**config.mk**
```make
export PLATFORM = sky130hd
export DESIGN_NAME = pipe_hazard_ctrl
export DESIGN_NICKNAME = d
export VERILOG_FILES = /design/src/rtl/cpu_defs_pkg.sv /design/src/rtl/div_occupancy_fsm.sv /design/src/rtl/pipe_hazard_ctrl.sv
export SDC_FILE = /design/constraint.sdc
export NUM_CORES = 1
export LEC_CHECK = 0
export BUFFER_PORTS_ARGS = -buffer_cell sky130_fd_sc_hd__buf_2
export CAP_MARGIN = 20
export CORE_MARGIN = 5
export CORE_UTILIZATION = 49
export DETAILED_ROUTE_END_ITERATION = 12
export PLACE_DENSITY = 0.83
export SETUP_SLACK_MARGIN = 0.2
export SLEW_MARGIN = 20
export SYNTH_ARGS = -nofsm -noshare
export SYNTH_HDL_FRONTEND = slang
export SYNTH_SLANG_ARGS = --single-unit
```
**constraint.sdc**
```tcl
create_clock -name clk -period 5.6 [get_ports clk]
set_input_delay 1.4 -clock clk [delete_from_list [all_inputs] [get_ports clk]]
set_output_delay 1.4 -clock clk [all_outputs]
set_load 0.05 [all_outputs]
```
**src/rtl/cpu_defs_pkg.sv**
```systemverilog
// rtl/cpu_defs_pkg.sv - shared core definitions: divider occupancy defaults and FSM state encoding
package cpu_defs_pkg;

  // Cycles a div/divu occupies E, start cycle included; the divider datapath uses the same value
  localparam int DIV_CYCLES_DEF = 33;
  localparam int DIV_CNT_W_DEF  = 6;

  typedef enum logic [1:0] {
    IDLE = 2'd0,
    RUN  = 2'd1,
    DONE = 2'd2
  } div_state_t;

endpackage

```
**src/rtl/div_occupancy_fsm.sv**
```systemverilog
// rtl/div_occupancy_fsm.sv - tracks how long a divide holds the E stage and cancels it on exceptions
module div_occupancy_fsm
  import cpu_defs_pkg::*;
#(
  parameter int DIV_CYCLES = DIV_CYCLES_DEF,
  parameter int CNT_W      = DIV_CNT_W_DEF
) (
  input  logic       clk,
  input  logic       resetn,
  input  logic       div_startE,
  input  logic       mem_wait,
  input  logic       exc_apply,
  output div_state_t state,
  output logic       div_busy,
  output logic       div_abort
);

  // cnt is loaded with DIV_CYCLES-2; the RUN cycle that sees cnt==1 is the last one, so RUN
  // lasts DIV_CYCLES-2 unfrozen cycles and start + RUN + DONE adds up to DIV_CYCLES.
  localparam logic [CNT_W-1:0] CNT_LOAD = CNT_W'(DIV_CYCLES - 2);
  localparam logic [CNT_W-1:0] CNT_ONE  = CNT_W'(1);

  logic [CNT_W-1:0] cnt;

  // Occupancy state machine; a cache wait freezes the count, an exception returns to IDLE
  always_ff @(posedge clk) begin
    if (!resetn) begin
      state <= IDLE;
      cnt   <= '0;
    end else begin
      case (state)
        IDLE: begin
          if (div_startE && !exc_apply) begin
            state <= RUN;
            cnt   <= CNT_LOAD;
          end
        end
        RUN: begin
          if (exc_apply) begin
            state <= IDLE;
            cnt   <= '0;
          end else if (!mem_wait) begin
            if (cnt <= CNT_ONE) begin
              state <= DONE;
              cnt   <= '0;
            end else begin
              cnt <= cnt - CNT_ONE;
            end
          end
        end
        DONE: begin
          // The result leaves E only once the pipe is not held by a cache wait
          if (exc_apply || !mem_wait) begin
            state <= IDLE;
          end
        end
        default: begin
          state <= IDLE;
          cnt   <= '0;
        end
      endcase
    end
  end

  // Status flags; abort is a same-cycle pulse when an exception cancels an in-flight divide
  always_comb begin
    div_busy  = resetn && (state == RUN);
    div_abort = resetn && exc_apply && (state != IDLE);
  end

endmodule

```
**src/rtl/pipe_hazard_ctrl.sv**
```systemverilog
// rtl/pipe_hazard_ctrl.sv - stall/flush controller for the F/D, D/E, E/M, M/W pipeline registers
module pipe_hazard_ctrl
  import cpu_defs_pkg::*;
#(
  parameter int DIV_CYCLES = DIV_CYCLES_DEF,
  parameter int CNT_W      = DIV_CNT_W_DEF
) (
  input  logic       clk,
  input  logic       resetn,
  input  logic [4:0] rsD,
  input  logic [4:0] rtD,
  input  logic [4:0] writeregE,
  input  logic       regwriteE,
  input  logic       memtoregE,
  input  logic       cp0_to_regE,
  input  logic       div_startE,
  input  logic       mispredictE,
  input  logic       excM,
  input  logic       i_stall,
  input  logic       d_stall,
  output logic       stallF,
  output logic       stallD,
  output logic       stallE,
  output logic       stallM,
  output logic       stallW,
  output logic       flushF,
  output logic       flushD,
  output logic       flushE,
  output logic       flushM,
  output logic       flushW,
  output logic       div_busy,
  output logic       div_abort
);

  logic       mem_wait;
  logic       use_haz;
  logic       div_hold;
  logic       exc_apply;
  logic       exc_pend;
  div_state_t div_state;

  // Hazard terms derived from the current cycle and the registered divide/exception state
  always_comb begin
    mem_wait  = i_stall | d_stall;
    use_haz   = (memtoregE | cp0_to_regE) & regwriteE & (writeregE != 5'd0) &
                ((writeregE == rsD) | (writeregE == rtD));
    div_hold  = ((div_state == IDLE) & div_startE) | (div_state == RUN);
    exc_apply = (excM | exc_pend) & ~mem_wait;
  end

  // An exception seen while a cache holds the pipe is remembered until it can be applied
  always_ff @(posedge clk) begin
    if (!resetn) begin
      exc_pend <= 1'b0;
    end else if (exc_apply) begin
      exc_pend <= 1'b0;
    end else if (mem_wait && excM) begin
      exc_pend <= 1'b1;
    end
  end

  div_occupancy_fsm #(
    .DIV_CYCLES (DIV_CYCLES),
    .CNT_W      (CNT_W)
  ) u_div_fsm (
    .clk        (clk),
    .resetn     (resetn),
    .div_startE (div_startE),
    .mem_wait   (mem_wait),
    .exc_apply  (exc_apply),
    .state      (div_state),
    .div_busy   (div_busy),
    .div_abort  (div_abort)
  );

  // Priority encoder: only the highest active condition drives stall/flush
  always_comb begin
    stallF = 1'b0;
    stallD = 1'b0;
    stallE = 1'b0;
    stallM = 1'b0;
    stallW = 1'b0;
    flushF = 1'b0;
    flushD = 1'b0;
    flushE = 1'b0;
    flushM = 1'b0;
    flushW = 1'b0;
    if (!resetn) begin
      flushF = 1'b1;
      flushD = 1'b1;
      flushE = 1'b1;
      flushM = 1'b1;
      flushW = 1'b1;
    end else if (exc_apply) begin
      flushF = 1'b1;
      flushD = 1'b1;
      flushE = 1'b1;
      flushM = 1'b1;
      flushW = 1'b1;
    end else if (mem_wait) begin
      // Bubble into W so the instruction held in M does not commit twice
      stallF = 1'b1;
      stallD = 1'b1;
      stallE = 1'b1;
      stallM = 1'b1;
      flushW = 1'b1;
    end else if (div_hold) begin
      stallF = 1'b1;
      stallD = 1'b1;
      stallE = 1'b1;
      flushM = 1'b1;
    end else if (mispredictE) begin
      // Delay slot in D proceeds; only the wrong-path fetch is squashed
      flushD = 1'b1;
    end else if (use_haz) begin
      stallF = 1'b1;
      stallD = 1'b1;
      flushE = 1'b1;
    end
  end

endmodule
```
# After elaboration in Yosys (flattened, before gate mapping)
# Index checks and enable logic that the tools add are counted.
# classes
bitwise	13
eq_ne	8
order_cmp	1
reduce_logical	14
mux	40
addsub	1
# ops
op	count
$mux 1	29
$mux 6	4
$pmux 6 s3	1
$eq 5x5->1	2
$mux 2	5
$le 6x1->1 const B	1
$pmux 2 s3	1
$sub 6x1->6 const B	1
$and 1x1->1	5
$logic_and 1x1->1	5
$or 1x1->1	5
$reduce_bool 5->1	1
$ne 2x1->1 const B	2
$reduce_and 4->1	1
$ne 3x1->1 const B	1
$ne 3x2->1 const B	1
$not 1->1	3
$reduce_and 3->1	1
$eq 2x1->1 const B	1
$eq 2x2->1 const B	1
$logic_not 1->1	2
$logic_not 2->1	1
$reduce_bool 2->1	1
$reduce_or 2->1	1
$logic_or 1x1->1	1
# word_totals
register_bits	9
word_cells	80
output_inout_bits	12
in_bits	25

# Longest topological paths before layout
# Gate-level depths: netlist (run 1).
# depth
ltp_word	10
ltp_mapped	6
mapped_depth_nobuf	6

# Cells and area by module
# A second synthesis (run 1) with hierarchy kept.
# unflattened
hier_cells	110
hier_area_um2	838.3
# modules_own_cells
module	cells_each	n_inst	area_per_inst_um2	seq_area_each_um2
div_occupancy_fsm	70	1	563.0	160.2
pipe_hazard_ctrl	40	1	275.3	20.0

# Worst setup path before layout (run 1)
# OpenSTA, ideal clock, no wires.
# synth_timing
kind	input-to-output
from	input port excM
to	output port stallF
cell_stages	6
required_ns	4.200
n_path_buf	1
arrival_time_ns	3.833
slack_ns	0.367
path_cell_list	or2_1 a21boi_1 inv_1 nor2_1 o21bai_1 buf_4
# synth_via
elab_chain_cells	4
# synth_lines
item	line_no	source
from (decl)	pipe_hazard_ctrl.sv:18	input logic excM,
$or 1x1->1	pipe_hazard_ctrl.sv:48	exc_apply = (excM | exc_pend) & ~mem_wait;
$and 1x1->1	pipe_hazard_ctrl.sv:48	
$mux 1 (2 in a row)	-	
to (decl)	pipe_hazard_ctrl.sv:21	output logic stallF,
# Every way passes these cells.

# Worst setup path after layout (run 1)
# layout_timing
from	input port excM
to	output port stallF
# layout_via
elab_chain_cells	4
# layout_lines
item	line_no	source
$or 1x1->1	pipe_hazard_ctrl.sv:48	
$and 1x1->1	pipe_hazard_ctrl.sv:48	
$mux 1	pipe_hazard_ctrl.sv:94	end else if (exc_apply) begin
$mux 1	pipe_hazard_ctrl.sv:88	if (!resetn) begin
# Every way passes these cells.

==> run metrics, run 1 <==
commonest non-fill, non-tap cell in the layout=buf_2; net count after synthesis=131; YS warnings=0; Synth top area share=0.220; grt ovf=0; Worst Path Arrival=2750 ps; peak supply drop=0.000125 V; Final setup viols=0; register area=180 sq um; die width=50.9 microns; area of the multi-input gates=581 sq um; leak pwr=0.468 nW; Synth Instances=104; switching share of power=0.409; Critical Path Fanout Max=5; placed cell areas=978 sq um; drt wl/cell=13.4 microns; clock slew at reported path FFs=60 ps; post-CTS resize count=0; GPL Wtd Cong=0.894; site row count=14; vias in the first global route=845; Fin Setup TNS=0 ps; Post-Route WL=2070 microns; status=completed; maximum clock insertion buffer count=2; Starting DRT DRC Count=27; vias per cell=5.72; switching pwr=0.0925 mW; via count=881; worst min-delay path class=reg2reg; DRT Pass-1 Iters=4; die area=0.00259 sq mm; Pint=0.133 mW; syn_area_per_cell=7.88 sq um; clk_lat worst skew=270 ps; Final Max Tran Viols=0; total track usage=0.170; sequential area share after synthesis=0.220; Sink Count=9; dpl hpwl=1710 microns; Post-CTS Setup Inserts=0; most frequent cells in the layout=35 x buf_2, 11 x nor2_1, 10 x xor2_1; fraction of layout instances using a drive strength above 1=0.319; minimum clock period=4150 ps; initial core utilization=0.532; # IOs=37; Critical Setup Path Class=in2out; largest net degree at the start of global routing=12; Max Freq=0.241 GHz; Data required, critical path=4200 ps; sequential power share=0.342; type of origin of the critical path=primary input; synth top area cells=dfxtp_1 22%, xor2_1 11%, a22o_1 9.6%, nor2_1 5.0%, nand2_1 4.1%; Setup Skew=6.87 ps; H-Tree Depth=1; max cap viols=0; critical path endpoint category=output pin; CTS Hold Bufs=0; Remaining DRCs=0; Die Y=50.9 microns; Synth cell types=40; Num CTS Buffers=3; logic gate share of total power=0.429; Nets=166; Syn Std Cell Area=820 sq um; core area=0.00154 sq mm; Port Buf Inserts=35; first-pass GRT wire length=3420 microns; initial antenna violation count=0; clock share of power=0.229; final worst-path cycle share=0.742; clock root buffer=clkbuf_4; Diodes inserted=0; dominant cell type by area after synthesis=dfxtp_1; TritonCTS clock tree=yes; Hold WS=503 ps; flops & latches, synth=9; RSZ-0062 raised after global routing=false; final instance area=0.00100 sq mm; Area Growth Syn to Fin=22.6%; filler cell count=147; Final ANT Viol Nets=0; Fin. Hold Viols=0; PD cells=225 mW/mm^2
-- critical path, cell delays in order --
cell	delay [ps]
buf_2	110
or2_1	240
a21boi_1	340
inv_1	100
nor2_1	140
o21bai_1	130
buf_2	280
-- Yosys cell counts --
master,count
a2bb2oi_1,1
buf_4,2
o31ai_1,2
conb_1,1
a22oi_1,1
o21ba_2,1
o21a_1,1
ha_1,2
or2b_1,1
nor2_1,11
or4_4,1
nand3_1,2
a41o_1,1
o221a_2,1
a221o_1,1
a21boi_1,1
xor2_1,10
clkbuf_2,1
or2_1,1
o21bai_1,2
a21oi_1,3
and2_1,1
or4_1,1
a22o_1,9
or3_1,1
dfxtp_1,9
or2_2,1
a2111oi_4,1
o211ai_1,2
nor3_1,5
nor3_2,1
nor2b_1,1
nand2_1,9
and3_1,1
xnor2_1,1
buf_6,1
buf_2,1
inv_1,6
a21boi_0,1
o21ai_0,5
-- final timing paths --
kind,from,end,slack (ps),depth (start not counted)
worst min-delay path,u_div_fsm.cnt[4]$_SDFFE_PN0P_,u_div_fsm.cnt[4]$_SDFFE_PN0P_,500,1
worst max-delay path,excM,stallF,1450,7
worst min register to register,u_div_fsm.cnt[4]$_SDFFE_PN0P_,u_div_fsm.cnt[4]$_SDFFE_PN0P_,500,1
worst max register to register,u_div_fsm.cnt[0]$_SDFFE_PN0P_,u_div_fsm.cnt[3]$_SDFFE_PN0P_,3790,6
-- state kept, by name (all words and copies together) (netlist names) --
register and count:
exc_pend 1, u_div_fsm.cnt 6, u_div_fsm.state 2
-- stage by stage --
stage	instances	util	power [mW]	setup WS (ps)
final	154	0.652	0.226	1450
after global routing	154	0.652	0.243	1290
after detailed placement	150	0.635	0.175	1450
after global placement	150	0.635	0.172	1490
after floorplan	104	-	0.150	367
after CTS	154	0.652	0.227	1450
-- per-layer routing --
layer / track usage / up-vias / wire length [microns]
li1: - / 438 / -
met1: 0.206 / 393 / 871
met2: 0.254 / 43 / 944
met3: 0.0669 / 7 / 205
met4: 0.0936 / 0 / 49
met5: 0 / - / 0
-- cell type report --
type                            count  area share
Multi-Input combinational cell     84       0.578
Sequential cell                     9       0.179
Timing Repair Buffer               35       0.174
Clock buffer                        4      0.0262
Inverter                            6      0.0224
Tap cell                           16      0.0199
-- power groups by stage --
| stage | registers, mW | logic [mW] | clock network [mW] |
|---|---|---|---|
| floorplan | 0.0754 | 0.0744 | 0 |
| global placement | 0.0782 | 0.0942 | 0 |
| detailed placement | 0.0785 | 0.0965 | 0 |
| CTS | 0.0771 | 0.0969 | 0.0535 |
| global route | 0.0781 | 0.107 | 0.0577 |
| finish | 0.0772 | 0.0970 | 0.0518 |
-- kinds of logic (layout without fill, tap and decap cells) --
logic type      count (synthesis)  after routing  synth area share
buf+inv                        11             45            0.0717
flops                           9              9             0.220
other cells                     1              1           0.00458
compound gates                 33             33             0.331
simple gates                   37             37             0.224
fa+ha+maj                       2              2            0.0305
xor+xnor                       11             11             0.118
Note: power is estimated with default switching activity, not from simulation.
==> run 2, diff against run 1 <==
--- a/config.mk
+++ b/config.mk
@@ -8,9 +8,9 @@
 export BUFFER_PORTS_ARGS = -buffer_cell sky130_fd_sc_hd__buf_2
 export CAP_MARGIN = 20
 export CORE_MARGIN = 5
-export CORE_UTILIZATION = 49
+export CORE_UTILIZATION = 46
 export DETAILED_ROUTE_END_ITERATION = 12
-export PLACE_DENSITY = 0.83
+export PLACE_DENSITY = 0.78
 export SETUP_SLACK_MARGIN = 0.2
 export SLEW_MARGIN = 20
 export SYNTH_ARGS = -nofsm -noshare
==> constraint.sdc (replaced) <==
create_clock -name clk -period 4 [get_ports clk]
set_input_delay 1 -clock clk [delete_from_list [all_inputs] [get_ports clk]]
set_output_delay 1 -clock clk [all_outputs]
set_load 0.05 [all_outputs]
==> run metrics, run 2 (synthesis gave the netlist of run 1 again) <==
H-Tree Depth=1; largest reg by FF count=u_div_fsm.cnt; vias per cell=5.40; type of origin of the critical path=primary input; clock root buffer=clkbuf_4; Critical Path Fanout Max=7; Final setup viols=0; initial antenna violation count=0; GPL Wtd Cong=0.819; vias in the first global route=880; TritonCTS clock tree=yes; max cap viols=0; Starting DRT DRC Count=44; DRT Pass-1 Iters=4; RSZ-0062 raised after global routing=false; Power Total=0.323 mW; Finished Layout Cells=163; Data required, critical path=3000 ps; initial core utilization=0.480; drt wl/cell=12.7 microns; maximum clock insertion buffer count=2; core area=0.00171 sq mm; minimum clock period=3370 ps; peak supply drop=0.000157 V; Setup Skew=6.41 ps; filler cell count=142; leak pwr=0.475 nW; die width=52.2 microns; Critical Setup Path Class=in2out; dpl hpwl=1720 microns; critical path endpoint category=output pin; post-CTS resize count=0; Worst Path Arrival=2370 ps; clock slew at reported path FFs=70 ps; grt ovf=0; Final Max Tran Viols=0; status=completed; die area=0.00273 sq mm; Max Freq=0.297 GHz; Hold Crit Depth=1; Fin. Hold Viols=0; site row count=15; Hold Crit Start=u_div_fsm.cnt[4]$_SDFFE_PN0P_; max reg flops=6; worst min-delay path class=reg2reg; Num CTS Buffers=3; Die Y=52.2 microns; Hold WS=504 ps; Remaining DRCs=0; first-pass GRT wire length=3550 microns; Sink Count=9; dpl cells=159; CTS Hold Bufs=0; reg-to-reg slack, setup=2150 ps; Port Buf Inserts=35; Area Growth Syn to Fin=26.1%; fraction of layout instances using a drive strength above 1=0.348; largest net degree at the start of global routing=12; Diodes inserted=0; final worst-path cycle share=0.842; Nets=166; Final ANT Viol Nets=0; Post-Route WL=2080 microns; via count=880; Post-CTS Setup Inserts=0; most frequent cells in the layout=35 x buf_2, 10 x nor2_1, 10 x xor2_1; r2r startpoint=u_div_fsm.cnt[0]$_SDFFE_PN0P_; R2R cell count=6; clk_lat worst skew=270 ps; total track usage=0.169; commonest non-fill, non-tap cell in the layout=buf_2; reg2reg end=u_div_fsm.cnt[2]$_SDFFE_PN0P_; # IOs=37; Regs by FF count=u_div_fsm.cnt x6, u_div_fsm.state x2, exc_pend x1; Hold EP=u_div_fsm.cnt[4]$_SDFFE_PN0P_; Fin Setup TNS=0 ps; PD cells=312 mW/mm^2
## run 2: changes by cell type in the layout (fill, tap and decap cells not counted), sizes merged
cell    previous run  this run
clkinv             0         1
clkbuf             4         3
## run 2: per-layer routing
layer / part of all wire / vias to the layer above / GRT usage
met5: 0 / - / 0
met4: 0.013 / 0 / 0.0638
met3: 0.088 / 3 / 0.0171
met2: 0.48 / 52 / 0.305
met1: 0.42 / 381 / 0.203
li1: - / 444 / -
## run 2: worst max path at each step
stage	from	endpoint
floorplan	d_stall	flushE
global placement	d_stall	flushE
detailed placement	d_stall	flushE
CTS	d_stall	flushE
global route	d_stall	flushE
finish	d_stall	flushE
## run 2: report_power, final
group          total [mW]  switching (mW)  leakage [nW]  internal, mW
clock network      0.0747          0.0376        0.0177        0.0371
logic               0.140          0.0885         0.383        0.0515
registers           0.108          0.0104        0.0742        0.0977
total               0.323           0.136         0.475         0.186
## run 2: cell type report
class	instances	area [sq um]	area share
clock buffers	3	22.5	0.0218
clock inverters	1	5.00	0.00484
inverters	6	22.5	0.0218
multi-input cells	84	597	0.577
flip-flops and latches	9	180	0.174
well taps	25	31.3	0.0303
repair buffers	35	175	0.169
## run 2: critical path: stages
cell and delay (ps):
buf_2 120, or2_2 360, a2bb2oi_1 360, nand2_1 80, o21ai_0 150, buf_2 280
## run 2: per-stage QoR
step / setup slack, ps / util / cell area (sq um)
2_1_floorplan: 89.9 / - / 836
3_3_place_gp: 636 / 0.589 / 1010
3_5_place_dp: 641 / 0.589 / 1010
4_1_cts: 629 / 0.605 / 1030
5_1_grt: 514 / 0.605 / 1030
6_report: 633 / 0.605 / 1030
